**src/rtl/fb_pkg.sv**
```systemverilog
// fb_pkg: shared state/request types, default geometry and sizing helpers
package fb_pkg;
  localparam int H_RES_DEF = 320;
  localparam int V_RES_DEF = 240;
  localparam int BPP_DEF = 4;
  localparam int WORD_W_DEF = 16;
  localparam int MAX_BPP = 32;
  typedef enum logic [2:0] {IDLE, READ, WAIT, WRITE, FILL} state_t;
  typedef struct packed {
    logic [9:0]         x;
    logic [9:0]         y;
    logic [MAX_BPP-1:0] color;
  } pix_req_t;
  function automatic int pix_per_word(input int word_w, input int bpp);
    return word_w / bpp;
  endfunction
  function automatic int fb_depth(input int h_res, input int v_res, input int word_w, input int bpp);
    return h_res * v_res / pix_per_word(word_w, bpp);
  endfunction
endpackage

```
**src/rtl/fb_lane_merge.sv**
```systemverilog
// fb_lane_merge: replaces one BPP-wide lane of a packed word with a colour
module fb_lane_merge #(
  parameter int WORD_W = 16,
  parameter int BPP = 4,
  parameter int LANE_W = 2
) (
  input  logic [WORD_W-1:0] word,
  input  logic [LANE_W-1:0] lane,
  input  logic [BPP-1:0]    color,
  output logic [WORD_W-1:0] merged
);
  always_comb begin
    merged = word;
    merged[lane*BPP +: BPP] = color;
  end
endmodule

```
**src/rtl/fb_pixel_write_engine.sv**
```systemverilog
// fb_pixel_write_engine: read-modify-write pixel engine with hardware fill into a packed-pixel buffer
// FB_WRITE_COALESCE_EN adds a one-word write cache that skips the read for repeat hits on the same word.
module fb_pixel_write_engine import fb_pkg::*; #(
  parameter int H_RES = H_RES_DEF,
  parameter int V_RES = V_RES_DEF,
  parameter int BPP = BPP_DEF,
  parameter int WORD_W = WORD_W_DEF,
  parameter int RD_LAT = 1,
  localparam int PIX_PER_WORD = pix_per_word(WORD_W, BPP),
  localparam int DEPTH = fb_depth(H_RES, V_RES, WORD_W, BPP),
  localparam int ADDR_W = $clog2(DEPTH)
) (
  input  logic              Clk,
  input  logic              Reset,
  input  logic              pix_valid,
  output logic              pix_ready,
  input  logic [9:0]        pix_x,
  input  logic [9:0]        pix_y,
  input  logic [BPP-1:0]    pix_color,
  input  logic              fill_start,
  input  logic [BPP-1:0]    fill_color,
  output logic              busy,
  output logic [15:0]       oor_count,
  output logic [ADDR_W-1:0] mem_addr,
  output logic              mem_rd_en,
  input  logic [WORD_W-1:0] mem_rd_data,
  output logic              mem_we,
  output logic [WORD_W-1:0] mem_wr_data
);
  localparam int LANE_W = PIX_PER_WORD > 1 ? $clog2(PIX_PER_WORD) : 1;
  localparam int CNT_W = RD_LAT > 1 ? $clog2(RD_LAT) : 1;
  state_t state_q, state_d;
  pix_req_t req;
  logic [BPP-1:0] req_color, color_q, color_d, merge_color;
  logic [LANE_W-1:0] lane, lane_q, lane_d, merge_lane;
  logic [CNT_W-1:0] cnt_q, cnt_d;
  logic [ADDR_W-1:0] word, mem_addr_q, mem_addr_d;
  logic mem_rd_en_q, mem_rd_en_d, mem_we_q, mem_we_d;
  logic [WORD_W-1:0] mem_wr_data_q, mem_wr_data_d, merge_base, merged;
  logic [WORD_W-1:0] fill_chain [PIX_PER_WORD+1];
  logic [15:0] oor_count_q, oor_count_d;
  logic [31:0] lin;
  logic in_range, accept, hit;
  assign req = '{x: pix_x, y: pix_y, color: MAX_BPP'(pix_color)};
  assign req_color = BPP'(req.color);
  assign in_range = 32'(req.x) < H_RES && 32'(req.y) < V_RES;
  assign lin = 32'(req.y) * H_RES + 32'(req.x);
  assign word = ADDR_W'(lin / PIX_PER_WORD);
  assign lane = LANE_W'(lin % PIX_PER_WORD);
  assign pix_ready = !Reset && state_q == IDLE && !fill_start;
  assign accept = pix_valid && pix_ready;
  assign busy = state_q != IDLE;
  assign oor_count = oor_count_q;
  assign mem_addr = mem_addr_q;
  assign mem_rd_en = mem_rd_en_q;
  assign mem_we = mem_we_q;
  assign mem_wr_data = mem_wr_data_q;
`ifdef FB_WRITE_COALESCE_EN
  logic cache_vld_q, cache_vld_d;
  logic [ADDR_W-1:0] cache_addr_q, cache_addr_d;
  logic [WORD_W-1:0] cache_data_q, cache_data_d;
  assign hit = cache_vld_q && cache_addr_q == word;
  assign merge_base = state_q == IDLE ? cache_data_q : mem_rd_data;
  always_comb begin
    cache_vld_d = state_q == WRITE || (cache_vld_q && !(state_q == IDLE && fill_start));
    cache_addr_d = state_q == WRITE ? mem_addr_q : cache_addr_q;
    cache_data_d = state_q == WRITE ? mem_wr_data_q : cache_data_q;
  end
  always_ff @(posedge Clk)
    if (Reset) begin
      cache_vld_q <= 1'b0;
      cache_addr_q <= '0;
      cache_data_q <= '0;
    end else begin
      cache_vld_q <= cache_vld_d;
      cache_addr_q <= cache_addr_d;
      cache_data_q <= cache_data_d;
    end
`else
  assign hit = 1'b0;
  assign merge_base = mem_rd_data;
`endif
  assign merge_lane = state_q == IDLE ? lane : lane_q;
  assign merge_color = state_q == IDLE ? req_color : color_q;
  fb_lane_merge #(.WORD_W(WORD_W), .BPP(BPP), .LANE_W(LANE_W)) u_merge (
    .word(merge_base), .lane(merge_lane), .color(merge_color), .merged(merged)
  );
  // Fill word is built by chaining the lane merger once per lane.
  assign fill_chain[0] = '0;
  for (genvar i = 0; i < PIX_PER_WORD; i++) begin : g_fill
    fb_lane_merge #(.WORD_W(WORD_W), .BPP(BPP), .LANE_W(LANE_W)) u_rep (
      .word(fill_chain[i]), .lane(LANE_W'(i)), .color(fill_color), .merged(fill_chain[i+1])
    );
  end
  always_comb begin
    state_d = state_q;
    color_d = color_q;
    lane_d = lane_q;
    cnt_d = cnt_q;
    mem_addr_d = mem_addr_q;
    mem_rd_en_d = 1'b0;
    mem_we_d = 1'b0;
    mem_wr_data_d = mem_wr_data_q;
    oor_count_d = oor_count_q;
    case (state_q)
      IDLE:
        if (fill_start) begin
          state_d = FILL;
          mem_we_d = 1'b1;
          mem_addr_d = '0;
          mem_wr_data_d = fill_chain[PIX_PER_WORD];
        end else if (accept && !in_range) begin
          oor_count_d = oor_count_q + 16'(~&oor_count_q);
        end else if (accept) begin
          state_d = hit ? WRITE : READ;
          mem_rd_en_d = !hit;
          mem_we_d = hit;
          mem_addr_d = word;
          lane_d = lane;
          color_d = req_color;
          mem_wr_data_d = hit ? merged : mem_wr_data_q;
        end
      READ: begin
        state_d = WAIT;
        cnt_d = CNT_W'(RD_LAT - 1);
      end
      WAIT:
        if (cnt_q == '0) begin
          state_d = WRITE;
          mem_we_d = 1'b1;
          mem_wr_data_d = merged;
        end else begin
          cnt_d = cnt_q - 1'b1;
        end
      WRITE: state_d = IDLE;
      FILL:
        if (mem_addr_q == ADDR_W'(DEPTH - 1)) begin
          state_d = IDLE;
        end else begin
          mem_we_d = 1'b1;
          mem_addr_d = mem_addr_q + 1'b1;
        end
      default: state_d = IDLE;
    endcase
  end
  always_ff @(posedge Clk)
    if (Reset) begin
      state_q <= IDLE;
      color_q <= '0;
      lane_q <= '0;
      cnt_q <= '0;
      mem_addr_q <= '0;
      mem_rd_en_q <= 1'b0;
      mem_we_q <= 1'b0;
      mem_wr_data_q <= '0;
      oor_count_q <= '0;
    end else begin
      state_q <= state_d;
      color_q <= color_d;
      lane_q <= lane_d;
      cnt_q <= cnt_d;
      mem_addr_q <= mem_addr_d;
      mem_rd_en_q <= mem_rd_en_d;
      mem_we_q <= mem_we_d;
      mem_wr_data_q <= mem_wr_data_d;
      oor_count_q <= oor_count_d;
    end
endmodule

```
**config.mk**
```make
export PLATFORM = sky130hd
export DESIGN_NAME = fb_pixel_write_engine
export DESIGN_NICKNAME = d
export VERILOG_FILES = /design/src/rtl/fb_pkg.sv /design/src/rtl/fb_lane_merge.sv /design/src/rtl/fb_pixel_write_engine.sv
export SDC_FILE = /design/constraint.sdc
export NUM_CORES = 1
export LEC_CHECK = 0
export BUFFER_PORTS_ARGS = -buffer_cell sky130_fd_sc_hd__buf_2
export CORE_ASPECT_RATIO = 0.8
export CORE_MARGIN = 4
export CORE_UTILIZATION = 40
export DETAILED_ROUTE_END_ITERATION = 6
export PLACE_DENSITY = 0.59
export SYNTH_ARGS = -nofsm -noshare
export SYNTH_HDL_FRONTEND = slang
export SYNTH_HIERARCHICAL = 1
export SYNTH_SLANG_ARGS = --single-unit
```
**constraint.sdc**
```tcl
create_clock -name Clk -period 2.9 [get_ports Clk]
set_clock_uncertainty 0.05 [all_clocks]
set_input_delay 0.29 -clock Clk [delete_from_list [all_inputs] [get_ports Clk]]
set_output_delay 0.29 -clock Clk [all_outputs]
set_load 0.01 [all_outputs]
```
==> results of run 1 <==
==> area by class of cell <==
class	instances	area (um2)
sequential	58	1160
clock buffer	9	225
inverter	118	443
tap	180	225
fill	1405	6770
clock inverter	7	125
timing repair buffer	130	731
multi-input combinational	577	3870
==> placed cells by master (no fill, tap or decap), drive strengths merged, types with 12 or more instances in the layout <==
cell,count
a211oi,20
a21oi,23
buf,130
conb,40
dfxtp,58
ha,47
inv,118
mux2i,26
nand2,95
nor2,55
nor3,12
o21ai,23
o22ai,52
o32ai,30
or3b,14
==> registers in the layout, summed over array words and instances (netlist names) <==
register     count
mem_wr_data     16
oor_count       16
mem_addr        15
color_q          4
state_q          3
lane_q           2
mem_rd_en        1
mem_we           1
==> cells by family after synthesis <==
| logic type | after synthesis |
|---|---|
| AND/OR/NAND/NOR | 256 |
| AO/OA/AOI/OAI | 185 |
| buffers and inverters | 162 |
| flip-flops | 58 |
| adder cells (fa/ha/maj) | 49 |
| multiplexers | 26 |
| XOR/XNOR | 21 |
| other | 2 |
==> routing by layer <==
| metal | track usage | share of wire | vias up |
|---|---|---|---|
| met1 | 0.293 | 0.54 | 2439 |
| met2 | 0.253 | 0.39 | 148 |
| li1 | - | - | 2894 |
| met3 | 0.0359 | 0.056 | 14 |
| met4 | 0.0465 | 0.012 | 0 |
| met5 | 0 | 0 | - |
==> per-stage QoR <==
step / setup slack, ns / setup TNS (ns) / instance area (um2)
after floorplan: 0.0493 / 0 / 5690
after global placement: -0.124 / -0.124 / 6430
after detailed placement: -0.156 / -0.156 / 6430
after CTS: 0.177 / 0 / 6780
after global routing: 0.0770 / 0 / 6780
final: 0.190 / 0 / 6780
==> worst min-delay path: stages <==
cell	delay, ns
sky130_fd_sc_hd__buf_2	0.09
sky130_fd_sc_hd__mux2i_1	0.06
sky130_fd_sc_hd__nor2_1	0.08
==> where the power goes <==
part / internal (mW) / leakage [nW] / switching [mW]
clock network: 0.846 / 0.170 / 0.424
registers: 0.835 / 0.472 / 0.0330
logic: 0.368 / 2.33 / 0.478
==> final timing paths <==
kind | to | slack, ns | cells past startpoint
max reg2reg | mem_wr_data[1]$_SDFFE_PP0P_ | 0.35 | 10
min reg2reg | lane_q[1]$_SDFFE_PP0P_ | 0.44 | 2
max | mem_addr[14]$_SDFFE_PP0P_ | 0.19 | 10
min | color_q[3]$_SDFFE_PP0P_ | 0.16 | 3
==> impl_results.rst, run 1 <==
.. list-table::
   :header-rows: 1

   * - Metric
     - Value
   * - Most frequently used flop master after synthesis
     - sky130_fd_sc_hd__dfxtp_1
   * - Largest family of logic cells by synthesized area
     - simple AND/OR/NAND/NOR gates
   * - Required time of the critical path
     - 3.06 ns
   * - Count of flip-flops with a built-in enable after synthesis
     - 0
   * - Arrival time of data at the critical path endpoint
     - 2.87 ns
   * - Resized cells post-CTS
     - 0
   * - Share of Yosys cell area claimed by the top area cell type
     - 0.209
   * - CTS max path bufs
     - 2
   * - Library cell occupying the most area in the post-synthesis netlist
     - sky130_fd_sc_hd__dfxtp_1
   * - Post-synthesis area per instance
     - between 7 and 8 um2
   * - Power density of the placed cells
     - 440 nW/um2
   * - Worst Path Max Fanout
     - 3
   * - Final worst path period share
     - 0.935
   * - Commonest cells post-synth
     - 117 x sky130_fd_sc_hd__inv_1, 95 x sky130_fd_sc_hd__nand2_1, 58 x sky130_fd_sc_hd__dfxtp_1
   * - Slowest stage cell on the critical path
     - sky130_fd_sc_hd__or4_4
   * - Leakage power
     - between 2 and 3 nW
   * - Number of inserted diodes
     - 0
   * - Critical path launch point
     - pix_y[1]
   * - Number of top-level design ports
     - between 90 and 100
   * - Number of vias per cell
     - a little over 5
   * - Final HPWL from detailed placement
     - 11300 um
   * - Number of different library cells in the post-synthesis netlist
     - between 60 and 70
   * - Slowest cell delay on critical path
     - approximately 0.45 ns
   * - Seq/Total Area, Yosys
     - 0.209
   * - Wire length of the first global-routing pass
     - 24500 um
   * - CTS H-Tree Depth
     - 3
   * - Largest voltage drop on the vdd net
     - 0.363 mV
   * - Non-filler instance count after layout
     - 1079
   * - Setup-violating endpoint count in the final report
     - 0
   * - Final Util
     - 0.500
   * - Total Die Area
     - between 15000 and 20000 um2
   * - Number of register bits inferred by synthesis
     - between 50 and 60
   * - Share of post-route cells with drive strength above 1
     - 0.185
   * - Synthesis-to-finish area growth
     - 22.2%
   * - Sink count of the clock tree
     - 58
   * - Core region area
     - approximately 14000 um2
   * - Crit path buffers/inverters
     - 1
   * - Kind of end point of the critical path
     - flip-flop
   * - Number of buffers created by CTS
     - 9
   * - Post-CTS clock slew at the launch and capture registers of the worst setup and hold paths
     - ~0.06 ns
   * - Gr usage total
     - 0.185
   * - Multiplexer share of the synthesized area
     - 0.0469
   * - Gate count after technology mapping
     - roughly 760
   * - Dominant delay contributor by cell family on the critical path
     - simple AND/OR/NAND/NOR gates
   * - Headroom to the max-slew limit
     - 0.439
   * - GRT Residual Overflow
     - 0
   * - Power consumption
     - between 2 and 3 mW
   * - Most used cell, CP
     - sky130_fd_sc_hd__ha_1
   * - Worst hold margin
     - about 0.16 ns
   * - Critical path cell sequence
     - buf_2, ha_1, ha_1, fa_1, xor2_1, nand2_1, or4_4, nor4_4, mux2i_1, or3_1
   * - Die Span X
     - about 140 um
   * - Warning count from the yosys run
     - 6
   * - Number of iterations in the first detailed-routing pass
     - 5
   * - # nets final
     - approximately 1000
   * - Run status
     - completed
   * - Actual slew at the worst max-slew pin
     - 0.838 ns
   * - Fmax
     - 369 MHz
   * - Cell count after placement
     - 1063
   * - Row Count
     - 38
   * - Post-Syn Area
     - ~5500 um2
   * - Leading post-synthesis cells by cell area
     - sky130_fd_sc_hd__dfxtp_1 21%, sky130_fd_sc_hd__ha_1 11%, sky130_fd_sc_hd__inv_1 7.9%
   * - Maximum number of pins on one net before global-route repair
     - around 60
   * - Die boundary height
     - ~110 um
   * - CTS Hold Buffers Added
     - 0
   * - Min Clock Period, post-route
     - 2.71 ns
   * - Antenna violations before repair
     - 0
   * - Critical R2R Launch
     - state_q[1]$_SDFFE_PP0P_
   * - Area share of and/or/nand/nor cells after synthesis
     - 0.241
   * - Origin of the worst min-delay path
     - pix_color[3]
   * - Unrepaired setup endpoints after global routing
     - false
   * - Initial cell density of the core
     - 0.409
   * - Mean routed wirelength per cell
     - roughly 14 um
   * - Post-CTS Setup Bufs
     - 0
   * - Total via count in the routed design
     - about 5500
   * - Final antenna-violating net count
     - 0
   * - Max-slew violation count
     - 0
   * - CTS tree
     - done
   * - Share of the synthesized area in compound gates (AO/OA/AOI/OAI)
     - 0.234
   * - Share of synthesized registers carrying an async set or reset
     - 0
   * - DR DRC count
     - 0
   * - Adder and majority gate portion of the synthesized area
     - 0.113
   * - Crit path launch type
     - input pin
   * - Number of buffers inserted by port buffering
     - between 90 and 100
   * - Routed Wire Length
     - 15100 um
   * - XOR/XNOR Fraction of Synth Area
     - 0.0332
   * - WS Path Type
     - in2reg
   * - Cell with the most instances after synthesis
     - sky130_fd_sc_hd__inv_1
   * - Clock network latency to the later pin of the worst-skew pair
     - 0.33 ns
   * - Number of failing hold endpoints at the final stage
     - 0
   * - Worst hold-check path type
     - in2reg
   * - Final GP Congestion
     - between 0.8 and 0.9
   * - Number of design-rule violations left by the first detailed-router iteration
     - 388
   * - CTS Root Buffer Type
     - sky130_fd_sc_hd__clkbuf_16
   * - Vias in the first global route
     - about 4900
   * - Max Cap Violations
     - 0
No activity file was read; power rests on OpenSTA's default activity.
==> run 2: changes to the inputs <==
BUFFER_PORTS_ARGS = unset   (was -buffer_cell sky130_fd_sc_hd__buf_2)
DONT_BUFFER_PORTS = 1   (was unset)
PLACE_DENSITY = 0.52   (was 0.59)
==> run 2 against run 1 <==
Compared with the run above: critical endpoint unchanged; largest cell class unchanged; clock-buffer cell count grew 1; setup slack gained 0.11 ns; register-to-register slack gained 0.05 ns; power shrank 12%; combinational power shrank 13%; critical path type unchanged; cell area shrank 8.7%; sequential power grew 2.8%; critical path depth shrank 1; sequential share of layout area grew 1.6 points; non-clock buffer count shrank 105; global-route usage grew 0.72 points.
==> impl_results.rst, run 2 (synthesis gave the netlist of run 1 again) <==
.. list-table::
   :header-rows: 1

   * - Metric
     - Value
   * - Gr usage total
     - 0.193 (was 0.185)
   * - WS Path Type
     - in2reg (unchanged)
   * - Total via count in the routed design
     - 5275 (was 5495)
   * - Core region area
     - 13600 um2 (unchanged)
   * - Largest voltage drop on the vdd net
     - 0.334 mV (was 0.363 mV)
   * - Final HPWL from detailed placement
     - 11500 um (was 11300 um)
   * - Post-CTS Setup Bufs
     - 0 (unchanged)
   * - Number of filler cells placed in the layout
     - 1373 (was 1405)
   * - Slowest stage cell on the critical path
     - sky130_fd_sc_hd__or4_4 (unchanged)
   * - Dominant delay contributor by cell family on the critical path
     - simple AND/OR/NAND/NOR gates (unchanged)
   * - CTS Hold Buffers Added
     - 1 (was 0)
   * - Register-to-register setup slack
     - 0.40 ns (was 0.35 ns)
   * - Routed Wire Length
     - 15300 um (was 15100 um)
   * - Sink count of the clock tree
     - 58 (unchanged)
   * - Max Cap Violations
     - 0 (unchanged)
   * - Crit path buffers/inverters
     - 0 (was 1)
   * - Number of top-level design ports
     - 99 (unchanged)
   * - CTS max path bufs
     - 2 (unchanged)
   * - Headroom to the max-slew limit
     - 0.508 (was 0.439)
   * - Fmax
     - 385 MHz (was 369 MHz)
   * - Maximum number of pins on one net before global-route repair
     - 56 (was 59)
   * - Number of buffers inserted by port buffering
     - 0 (was 98)
   * - Capture point of the critical path
     - mem_addr[14]$_SDFFE_PP0P_ (unchanged)
   * - Critical R2R Launch
     - state_q[1]$_SDFFE_PP0P_ (unchanged)
   * - Reported net switching power
     - 0.880 mW (was 0.934 mW)
   * - Setup-violating endpoint count in the final report
     - 0 (unchanged)
   * - Row Count
     - 38 (unchanged)
   * - Post-CTS clock slew at the launch and capture registers of the worst setup and hold paths
     - 0.05 ns (was 0.06 ns)
   * - Final antenna-violating net count
     - 0 (unchanged)
   * - Final Util
     - 0.456 (was 0.500)
   * - Cell internal pwr
     - 1.75 mW (was 2.05 mW)
   * - Max-slew violation count
     - 0 (unchanged)
   * - Final GP Congestion
     - 0.835 (was 0.826)
   * - # nets final
     - 886 (was 991)
   * - Part of the total power dissipated in the clock network
     - 0.381 (was 0.426)
   * - CTS tree
     - done (unchanged)
   * - GRT Residual Overflow
     - 0 (unchanged)
   * - Number of design-rule violations left by the first detailed-router iteration
     - 355 (was 388)
   * - Share of post-route cells with drive strength above 1
     - 0.0768 (was 0.185)
   * - Die Span X
     - 140 um (unchanged)
   * - Synthesis-to-finish area growth
     - 11.5% (was 22.2%)
   * - Total Die Area
     - 15800 um2 (unchanged)
   * - Arrival time of data at the critical path endpoint
     - 2.76 ns (was 2.87 ns)
   * - Required time of the critical path
     - 3.06 ns (about the same)
   * - Antenna violations before repair
     - 0 (unchanged)
   * - Crit path launch type
     - input pin (unchanged)
   * - Most used cells in the layout excluding fill and tap cells
     - 117 x sky130_fd_sc_hd__inv_1, 95 x sky130_fd_sc_hd__nand2_1, 58 x sky130_fd_sc_hd__dfxtp_1 (was 117 x sky130_fd_sc_hd__inv_1, 98 x sky130_fd_sc_hd__buf_2, 95 x sky130_fd_sc_hd__nand2_1)
   * - DR DRC count
     - 0 (unchanged)
   * - Most common library cell in the layout ignoring fill and taps
     - sky130_fd_sc_hd__inv_1 (unchanged)
   * - Number of iterations in the first detailed-routing pass
     - 4 (was 5)
   * - Initial cell density of the core
     - 0.409 (unchanged)
   * - Switching part of the total power
     - 0.334 (was 0.313)
   * - Kind of end point of the critical path
     - flip-flop (unchanged)
   * - Clock network latency to the later pin of the worst-skew pair
     - 0.34 ns (was 0.33 ns)
   * - Resized cells post-CTS
     - 0 (unchanged)
   * - CTS H-Tree Depth
     - 3 (unchanged)
   * - Worst Path Max Fanout
     - 3 (unchanged)
   * - Final worst path period share
     - 0.895 (was 0.935)
   * - Post-placement cell area
     - 5880 um2 (was 6430 um2)
   * - Min Clock Period, post-route
     - 2.60 ns (was 2.71 ns)
   * - Proportion of power drawn by combinational gates
     - 0.281 (was 0.283)
   * - Unrepaired setup endpoints after global routing
     - false (unchanged)
   * - Number of cells traversed by the worst register-to-register path
     - 10 (unchanged)
   * - Actual slew at the worst max-slew pin
     - 0.738 ns (was 0.838 ns)
   * - Crit. path cell count
     - 9 (was 10)
   * - Wire length of the first global-routing pass
     - 25300 um (was 24500 um)
   * - CTS Root Buffer Type
     - sky130_fd_sc_hd__clkbuf_16 (unchanged)
   * - Power density of the placed cells
     - 426 nW/um2 (was 440 nW/um2)
   * - Vias in the first global route
     - 5016 (was 4878)
   * - Critical path cell sequence
     - ha_1, ha_1, fa_1, xor2_1, nand2_1, or4_4, nor4_4, mux2i_1, or3_1 (was buf_2, ha_1, ha_1, fa_1, xor2_1, nand2_1, or4_4, nor4_4, mux2i_1, or3_1)
   * - Run status
     - completed (unchanged)
   * - Most used cell, CP
     - sky130_fd_sc_hd__ha_1 (unchanged)
   * - Mean routed wirelength per cell
     - 15.7 um (was 14.0 um)
   * - Critical path launch point
     - pix_y[1] (unchanged)
   * - Number of inserted diodes
     - 0 (unchanged)
   * - Power share of the sequential group
     - 0.338 (was 0.291)
   * - Endpoint of the worst register-to-register path
     - mem_wr_data[10]$_SDFFE_PP0P_ (was mem_wr_data[1]$_SDFFE_PP0P_)
   * - Die boundary height
     - 113 um (unchanged)
   * - Number of buffers created by CTS
     - 9 (unchanged)
   * - Slowest cell delay on critical path
     - 0.45 ns (about the same)
   * - Leakage power
     - 2.45 nW (was 2.97 nW)
   * - Final instance area
     - 6180 um2 (was 6780 um2)
   * - Number of failing hold endpoints at the final stage
     - 0 (unchanged)
   * - Worst hold-check path type
     - in2reg (unchanged)
   * - Number of vias per cell
     - 5.42 (was 5.09)
[run 2: cell types whose count changed in the layout (fill, tap and decap cells not counted), sizes merged]
| cell | previous run | this run |
|---|---|---|
| buf | 130 | 25 |
| bufinv | 3 | 0 |
| clkinvlp | 0 | 2 |
| clkbuf | 9 | 10 |
| clkinv | 4 | 5 |
| inv | 118 | 117 |
[run 2: area by class of cell]
class                   instances  area, um2  share of cell area
inverters                     118        443              0.0716
clock buffers                  10        239              0.0386
multi-input cells             577       3870               0.625
repair buffers                 25        208              0.0336
flip-flops and latches         58       1160               0.188
well taps                     180        225              0.0364
clock inverters                 6       42.5             0.00688
[run 2: layer usage]
layer	track usage	part of all wire
met5	0	0
met2	0.280	0.41
met1	0.273	0.50
met3	0.0638	0.087
met4	0.0529	0.013
[run 2: stage by stage]
step | cells | setup TNS [ns] | setup slack (ns) | hold WS [ns] | power (mW)
after floorplan | 797 | 0 | 0.0493 | 0.387 | 1.44
after global placement | 957 | 0 | 0.00609 | 0.315 | 1.59
after detailed placement | 957 | -0.0483 | -0.0483 | 0.315 | 1.60
after CTS | 974 | 0 | 0.295 | 0.0330 | 2.63
after global routing | 974 | 0 | 0.152 | 0.0630 | 2.80
final | 974 | 0 | 0.305 | 0.0477 | 2.63
[run 2: how the worst min path moves through the flow]
stage,from,end,slack (ns),cells after the start
CTS,fill_start,state_q[2]$_SDFFE_PP0P_,0.03,2
global route,fill_start,state_q[2]$_SDFFE_PP0P_,0.06,2
floorplan,pix_color[0],color_q[0]$_SDFFE_PP0P_,0.39,2
global placement,Reset,mem_addr[9]$_SDFFE_PP0P_,0.32,1
finish,fill_start,state_q[2]$_SDFFE_PP0P_,0.05,2
detailed placement,Reset,mem_addr[4]$_SDFFE_PP0P_,0.32,1
[run 2: power by group through the flow]
stage                     Sequential, mW  Clock (mW)  Combinational (mW)
after floorplan                    0.896           0               0.549
final                              0.892        1.00               0.740
after global routing               0.897        1.07               0.830
after CTS                          0.892        1.03               0.709
after detailed placement           0.909           0               0.686
after global placement             0.908           0               0.678
